<file path="src/rtl/button_conditioner_if.sv">
// Raw push-button levels in, conditioned event pulses and debounced levels out.
// master: the conditioner side; slave: the game FSM side.
interface button_conditioner_if;
  logic       btn_c_raw;
  logic       btn_u_raw;
  logic       btn_d_raw;
  logic       btn_l_raw;
  logic       btn_r_raw;
  logic       button_c_short;
  logic       button_c_long;
  logic       button_u;
  logic       button_d;
  logic       button_l;
  logic       button_r;
  logic [4:0] buttons_stable;

  modport master (
    input  btn_c_raw, btn_u_raw, btn_d_raw, btn_l_raw, btn_r_raw,
    output button_c_short, button_c_long, button_u, button_d, button_l, button_r,
    output buttons_stable
  );

  modport slave (
    output btn_c_raw, btn_u_raw, btn_d_raw, btn_l_raw, btn_r_raw,
    input  button_c_short, button_c_long, button_u, button_d, button_l, button_r,
    input  buttons_stable
  );
endinterface

</file>
<file path="src/rtl/button_conditioner.sv">
// Sync + debounce five buttons; centre short/long classification, direction auto-repeat.
// Press pulse DEBOUNCE_CYCLES+3 edges after a raw change; no backpressure, pulses are one cycle.
module button_conditioner #(
  parameter int DEBOUNCE_CYCLES      = 360000,
  parameter int LONG_PRESS_CYCLES    = 36000000,
  parameter int REPEAT_DELAY_CYCLES  = 18000000,
  parameter int REPEAT_PERIOD_CYCLES = 5400000,
  parameter bit REPEAT_EN            = 1'b1
) (
  input  logic                 clk,
  input  logic                 rst,
  button_conditioner_if.master btn
);

  localparam int DW   = $clog2(DEBOUNCE_CYCLES + 1);
  localparam int LW   = $clog2(LONG_PRESS_CYCLES + 1);
  localparam int RMAX = (REPEAT_DELAY_CYCLES > REPEAT_PERIOD_CYCLES) ?
                        REPEAT_DELAY_CYCLES : REPEAT_PERIOD_CYCLES;
  localparam int RW   = $clog2(RMAX + 1);

  localparam logic [DW-1:0] DB_LAST     = DW'(DEBOUNCE_CYCLES - 1);
  localparam logic [LW-1:0] LONG_LAST   = LW'(LONG_PRESS_CYCLES - 1);
  localparam logic [RW-1:0] DELAY_LAST  = RW'(REPEAT_DELAY_CYCLES - 1);
  localparam logic [RW-1:0] PERIOD_LAST = RW'(REPEAT_PERIOD_CYCLES - 1);

  localparam logic [1:0] ST_IDLE       = 2'd0;
  localparam logic [1:0] ST_HELD       = 2'd1;
  localparam logic [1:0] ST_LONG_FIRED = 2'd2;

  // Bit order {c,u,d,l,r}, MSB = centre.
  logic [4:0]    raw;
  logic [4:0]    sync_q1;
  logic [4:0]    sync_q2;
  logic [4:0]    stable;
  logic [4:0]    stable_d;
  logic [4:0]    rise;
  logic [DW-1:0] db_cnt [5];

  logic [3:0]    dir_pulse;
  logic [3:0]    rep_armed;
  logic [RW-1:0] rep_cnt [4];

  logic [1:0]    state;
  logic [LW-1:0] hold_cnt;
  logic          c_short_q;
  logic          c_long_q;

  assign raw  = {btn.btn_c_raw, btn.btn_u_raw, btn.btn_d_raw, btn.btn_l_raw, btn.btn_r_raw};
  assign rise = stable & ~stable_d;

  always_ff @(posedge clk or posedge rst) begin
    if (rst) begin
      sync_q1  <= '0;
      sync_q2  <= '0;
      stable   <= '0;
      stable_d <= '0;
      for (int i = 0; i < 5; i++) db_cnt[i] <= '0;
    end else begin
      sync_q1  <= raw;
      sync_q2  <= sync_q1;
      stable_d <= stable;
      for (int i = 0; i < 5; i++) begin
        if (sync_q2[i] == stable[i]) begin
          db_cnt[i] <= '0;
        end else if (db_cnt[i] == DB_LAST) begin
          stable[i] <= ~stable[i];
          db_cnt[i] <= '0;
        end else begin
          db_cnt[i] <= db_cnt[i] + 1'b1;
        end
      end
    end
  end

  // rep_armed marks that the initial delay has elapsed and the period applies.
  always_ff @(posedge clk or posedge rst) begin
    if (rst) begin
      dir_pulse <= '0;
      rep_armed <= '0;
      for (int i = 0; i < 4; i++) rep_cnt[i] <= '0;
    end else begin
      for (int i = 0; i < 4; i++) begin
        dir_pulse[i] <= 1'b0;
        if (!stable[i]) begin
          rep_cnt[i]   <= '0;
          rep_armed[i] <= 1'b0;
        end else if (rise[i]) begin
          dir_pulse[i] <= 1'b1;
          rep_cnt[i]   <= '0;
          rep_armed[i] <= 1'b0;
        end else if (REPEAT_EN) begin
          if (rep_cnt[i] == (rep_armed[i] ? PERIOD_LAST : DELAY_LAST)) begin
            dir_pulse[i] <= 1'b1;
            rep_cnt[i]   <= '0;
            rep_armed[i] <= 1'b1;
          end else begin
            rep_cnt[i] <= rep_cnt[i] + 1'b1;
          end
        end
      end
    end
  end

  // Threshold is tested before release so a coincident release still reports long.
  always_ff @(posedge clk or posedge rst) begin
    if (rst) begin
      state     <= ST_IDLE;
      hold_cnt  <= '0;
      c_short_q <= 1'b0;
      c_long_q  <= 1'b0;
    end else begin
      c_short_q <= 1'b0;
      c_long_q  <= 1'b0;
      case (state)
        ST_IDLE: begin
          if (rise[4]) begin
            state    <= ST_HELD;
            hold_cnt <= '0;
          end
        end
        ST_HELD: begin
          if (hold_cnt == LONG_LAST) begin
            c_long_q <= 1'b1;
            state    <= ST_LONG_FIRED;
            hold_cnt <= '0;
          end else if (!stable[4]) begin
            c_short_q <= 1'b1;
            state     <= ST_IDLE;
            hold_cnt  <= '0;
          end else begin
            hold_cnt <= hold_cnt + 1'b1;
          end
        end
        ST_LONG_FIRED: begin
          if (!stable[4]) state <= ST_IDLE;
        end
        default: state <= ST_IDLE;
      endcase
    end
  end

  assign btn.button_c_short = c_short_q;
  assign btn.button_c_long  = c_long_q;
  assign btn.button_u       = dir_pulse[3];
  assign btn.button_d       = dir_pulse[2];
  assign btn.button_l       = dir_pulse[1];
  assign btn.button_r       = dir_pulse[0];
  assign btn.buttons_stable = stable;

endmodule

</file>
<file path="src/flat_wrapper.sv">
// flat-port wrapper written by rule: the top's interface ports become plain ports
module button_conditioner_flat 
#(
  parameter int DEBOUNCE_CYCLES      = 360000,
  parameter int LONG_PRESS_CYCLES    = 36000000,
  parameter int REPEAT_DELAY_CYCLES  = 18000000,
  parameter int REPEAT_PERIOD_CYCLES = 5400000,
  parameter bit REPEAT_EN            = 1'b1
)
  (clk, rst, btn_btn_c_raw, btn_btn_u_raw, btn_btn_d_raw, btn_btn_l_raw, btn_btn_r_raw, btn_button_c_short, btn_button_c_long, btn_button_u, btn_button_d, btn_button_l, btn_button_r, btn_buttons_stable);
  button_conditioner_if btn_i ();
  input  logic clk;
  input  logic rst;
  input wire logic [$bits(btn_i.btn_c_raw)-1:0] btn_btn_c_raw;
  input wire logic [$bits(btn_i.btn_u_raw)-1:0] btn_btn_u_raw;
  input wire logic [$bits(btn_i.btn_d_raw)-1:0] btn_btn_d_raw;
  input wire logic [$bits(btn_i.btn_l_raw)-1:0] btn_btn_l_raw;
  input wire logic [$bits(btn_i.btn_r_raw)-1:0] btn_btn_r_raw;
  output wire logic [$bits(btn_i.button_c_short)-1:0] btn_button_c_short;
  output wire logic [$bits(btn_i.button_c_long)-1:0] btn_button_c_long;
  output wire logic [$bits(btn_i.button_u)-1:0] btn_button_u;
  output wire logic [$bits(btn_i.button_d)-1:0] btn_button_d;
  output wire logic [$bits(btn_i.button_l)-1:0] btn_button_l;
  output wire logic [$bits(btn_i.button_r)-1:0] btn_button_r;
  output wire logic [$bits(btn_i.buttons_stable)-1:0] btn_buttons_stable;
  assign btn_i.btn_c_raw = btn_btn_c_raw;
  assign btn_i.btn_u_raw = btn_btn_u_raw;
  assign btn_i.btn_d_raw = btn_btn_d_raw;
  assign btn_i.btn_l_raw = btn_btn_l_raw;
  assign btn_i.btn_r_raw = btn_btn_r_raw;
  assign btn_button_c_short = btn_i.button_c_short;
  assign btn_button_c_long = btn_i.button_c_long;
  assign btn_button_u = btn_i.button_u;
  assign btn_button_d = btn_i.button_d;
  assign btn_button_l = btn_i.button_l;
  assign btn_button_r = btn_i.button_r;
  assign btn_buttons_stable = btn_i.buttons_stable;
  button_conditioner #(.DEBOUNCE_CYCLES(DEBOUNCE_CYCLES), .LONG_PRESS_CYCLES(LONG_PRESS_CYCLES), .REPEAT_DELAY_CYCLES(REPEAT_DELAY_CYCLES), .REPEAT_PERIOD_CYCLES(REPEAT_PERIOD_CYCLES), .REPEAT_EN(REPEAT_EN)) u_core (.clk(clk), .rst(rst), .btn(btn_i));
endmodule
</file>
<file path="config.mk">
export PLATFORM = sky130hd
export DESIGN_NAME = button_conditioner_flat
export DESIGN_NICKNAME = d
export VERILOG_FILES = /design/src/rtl/button_conditioner_if.sv /design/src/rtl/button_conditioner.sv /design/src/flat_wrapper.sv
export SDC_FILE = /design/constraint.sdc
export NUM_CORES = 1
export LEC_CHECK = 0
export ABC_AREA = 1
export CAP_MARGIN = 20
export CORE_UTILIZATION = 30
export DETAILED_ROUTE_END_ITERATION = 6
export SETUP_SLACK_MARGIN = 0.15
export SYNTH_ARGS = -nofsm -noshare
export SYNTH_HDL_FRONTEND = slang
export SYNTH_SLANG_ARGS = --single-unit
</file>
<file path="constraint.sdc">
create_clock -name clk -period 11.5 [get_ports clk]
set_input_delay 2.875 -clock clk [delete_from_list [all_inputs] [get_ports clk]]
set_output_delay 2.875 -clock clk [all_outputs]
set_load 0.02 [all_outputs]
</file>
==> metrics.csv <==
metric,value,unit
crit end category,primary output,
GR Util met3,2.143,%
critical path required time,8630,ps
num ports,18,
Compound-Gate Fraction of Synth Area,2.951,%
Peak Freq,210.5,MHz
Mapped Area,14030,um2
busiest grt layer,met2,
Synth Area in XOR/XNOR,6.241,%
M2 GR Usage,22.50,%
Gate Count Post-Synth,1932,
number of global-route vias before repair,11669,
Reg2Reg Depth,8,
Clock Sinks,253,
Setup TNS Final,0,ps
# diodes,0,
main combinational cell family by area after synthesis,simple AND/OR/NAND/NOR gates,
"Slew Viols, Final",0,
CP max stage cell,clkdlybuf4s50_1,
GRT Total Usage,13.80,%
post-cts resize count,0,
num rows,78,
outcome,completed,
Nets,1985,
"CP delay by family, top",buffers and inverters,
Worst R2R Setup Slack,9370,ps
number of DRC markers in iteration 0,716,
Synth Warn #,0,
met1 Usage GRT,18.95,%
CP Cell Sequence,clkdlybuf4s50_1,
CP Buf/Inv Count,1,
Worst Clk Skew,18.26,ps
DR WL/cell,12.11,um
Final period util,41.31,%
Yosys top cell area share,45.11,%
crit-path max FO,14,
Rel. slew slack,33.57,%
Clock Path Buffers,3,
leakage,0.006671,uW
H-tree level count,1,
Max Cap Viol,0,
CTS tree,built,
post-synthesis cell type count,35,
CP Class,reg -> out,
PD cells,123.2,nW/um2
Final min period,4751,ps
Reg-to-Reg Start,u_core.rep_cnt[75]$_DFF_PP0_,
slew at the pin closest to its max-slew limit,996.4,ps
I/O Buffers,17,
fillers,4809,
core area,45770,um2
placed wire-length estimate,22630,um
Worst R2R End,u_core.rep_cnt[92]$_DFF_PP0_,
DRT Wirelength,31390,um
area grow syn2layout,13.61,%
startpoint type of the worst setup path,register,
largest net degree at the start of global routing,133,
Hold Startpoint,u_core.sync_q1[3]$_DFF_PP0_,
syn_nets,1949,
clk root buf,clkbuf_16,
total grt overflow,0,
Final Hold Slack,351.1,ps
Post-Synth Simple-Gate Area,37.60,%
setup bufs post-CTS,0,
total area of sequential cells,6331,um2
mux contribution to synthesized area,0,%
largest cells by area after synthesis,"dfrtp_1 45%, nand2_1 13%, nor2_1 12%, inv_1 6.3%, nand3_1 4.7%",
Die W,218.3,um
final hold vios,0,
initial antenna violation count,0,
hold crit path type,reg -> reg,
register bit total from synthesis,253,
Hold Crit Endpoint,u_core.sync_q2[3]$_DFF_PP0_,
RD Place Congestion,0.8726,
maximum VDD drop,0.0001058,V
"Avg Cell Area, Syn",7.264,um2
clk_lat worst skew,560,ps
# setup viols final,0,
dpl ws,6301,ps
vias per inst,4.584,
Die Area,47650,um2
via count,11881,
WP data arrival,1880,ps
Num CTS Buffers,30,
# placed instances,2536,
Die Height,218.3,um
hold path depth,0,
first-pass GRT wire length,55940,um
post-synthesis adder-cell area fraction,0.8916,%
Initial Util,30.66,%
Clock Pin Slew Worst Setup and Hold Paths,60,ps
Final Instance Count excl. Fillers,2592,
hold_buf cts,0,
first-pass iteration count of the detailed router,6,
fraction of layout cells with a size suffix above 1,4.970,%
"Seq/Total Area, Yosys",45.11,%
RSZ-0062 raised after global routing,no,
area occupied by multi-input gates,6691,um2
drt drc,0,
final worst slack,6749,ps
Max stage delay on crit path,700,ps
Routed Antenna Nets,0,
"area leader, netlist",dfrtp_1,
==> layout by cell type (no fill, tap or decap), types with 2 or more instances in the layout <==
cell               n
nand3_2            2
nand3b_1           4
xor2_1            67
xnor2_1           33
nand2_1          504
o21ai_0           28
dfrtp_1          253
inv_1            235
ha_1              10
o21bai_1           5
o21ai_1            8
clkbuf_8           7
nor2_1           432
clkbuf_16         31
a21oi_1           27
clkinv_2           6
a31oi_1            5
nand4_2            2
nand3_1          133
nor3b_1            5
nand4_1           70
nand2_2           10
a21boi_0           2
buf_4              2
bufinv_16          5
clkdlybuf4s50_1   17
nor2_2            14
or2_2              6
clkbuf_1           5
nand2_4            2
nor2_4             5
nor3_4             2
nor3_1            47
==> cells by family (layout without fill, tap and decap cells) <==
kind of cell | count (synthesis) | in the layout
xor+xnor | 100 | 100
flops | 253 | 253
compound gates | 77 | 77
fa+ha+maj | 10 | 10
simple gates | 1240 | 1240
buf+inv | 252 | 312
==> synthesized netlist by cell type, drive strengths merged <==
cell    count
nand2     516
xnor2      33
inv       237
buf        15
nand3     135
a31oi       5
nor2      451
or2         6
nand3b      4
and2        1
a21oi      27
a21boi      2
ha         10
o21bai      5
o22ai       1
xor2       67
nor3b       5
nand4      72
nor3       49
dfrtp     253
a31o        1
nor4        1
o21ai      36
==> metal layers <==
metal  share of wire [%]  vias to the layer above
met5                   0                        -
met4                 2.1                        0
met3                 4.2                       42
met2                  45                      188
met1                  49                     5521
li1                    -                     6130
==> power breakdown <==
group          internal (uW)  total (uW)  switching (uW)
registers                897         902            5.63
logic                   8.18        37.1            28.9
clock network            648        1030             378
total                   1550        1960             412
==> flip-flops by register name (all words and copies together), names as in the netlist <==
name and count:
u_core.rep_cnt 100, u_core.db_cnt 95, u_core.hold_cnt 26, u_core.btn.buttons_stable 5
u_core.stable_d 5, u_core.sync_q1 5, u_core.sync_q2 5, u_core.dir_pulse 4
u_core.rep_armed 4, u_core.state 2, u_core.btn.button_c_long 1, u_core.btn.button_c_short 1
==> worst max path at each step <==
stage | from | end | slack [ps] | cells after the start
after floorplan | rst | u_core.btn.button_c_long$_DFF_PP0_ | 1670 | 1
after global placement | rst | u_core.rep_cnt[52]$_DFF_PP0_ | 6350 | 3
after detailed placement | rst | u_core.rep_cnt[73]$_DFF_PP0_ | 6300 | 3
after CTS | u_core.btn.buttons_stable[4]$_DFFE_PP0P_ | btn_buttons_stable[4] | 6710 | 1
after global routing | rst | u_core.db_cnt[38]$_DFF_PP0_ | 6620 | 3
final | u_core.btn.buttons_stable[4]$_DFFE_PP0P_ | btn_buttons_stable[4] | 6750 | 1
==> cell type report <==
cell class	instances	area share (%)
tap	600	4.709
sequential	253	39.71
multi-input combinational	1427	41.97
inverter	237	5.627
clock inverter	13	1.232
clock buffer	43	5.588
timing repair buffer	19	1.162
==> stage by stage <==
stage               util (%)  cell area [um2]  power, uW
finish                 34.83            15940       1965
global route           34.83            15940       2043
CTS                    34.83            15940       2000
detailed placement     32.46            14860      957.5
global placement       32.46            14860      956.7
floorplan                  -            14030      943.5
No activity file was read; power rests on OpenSTA's default activity.
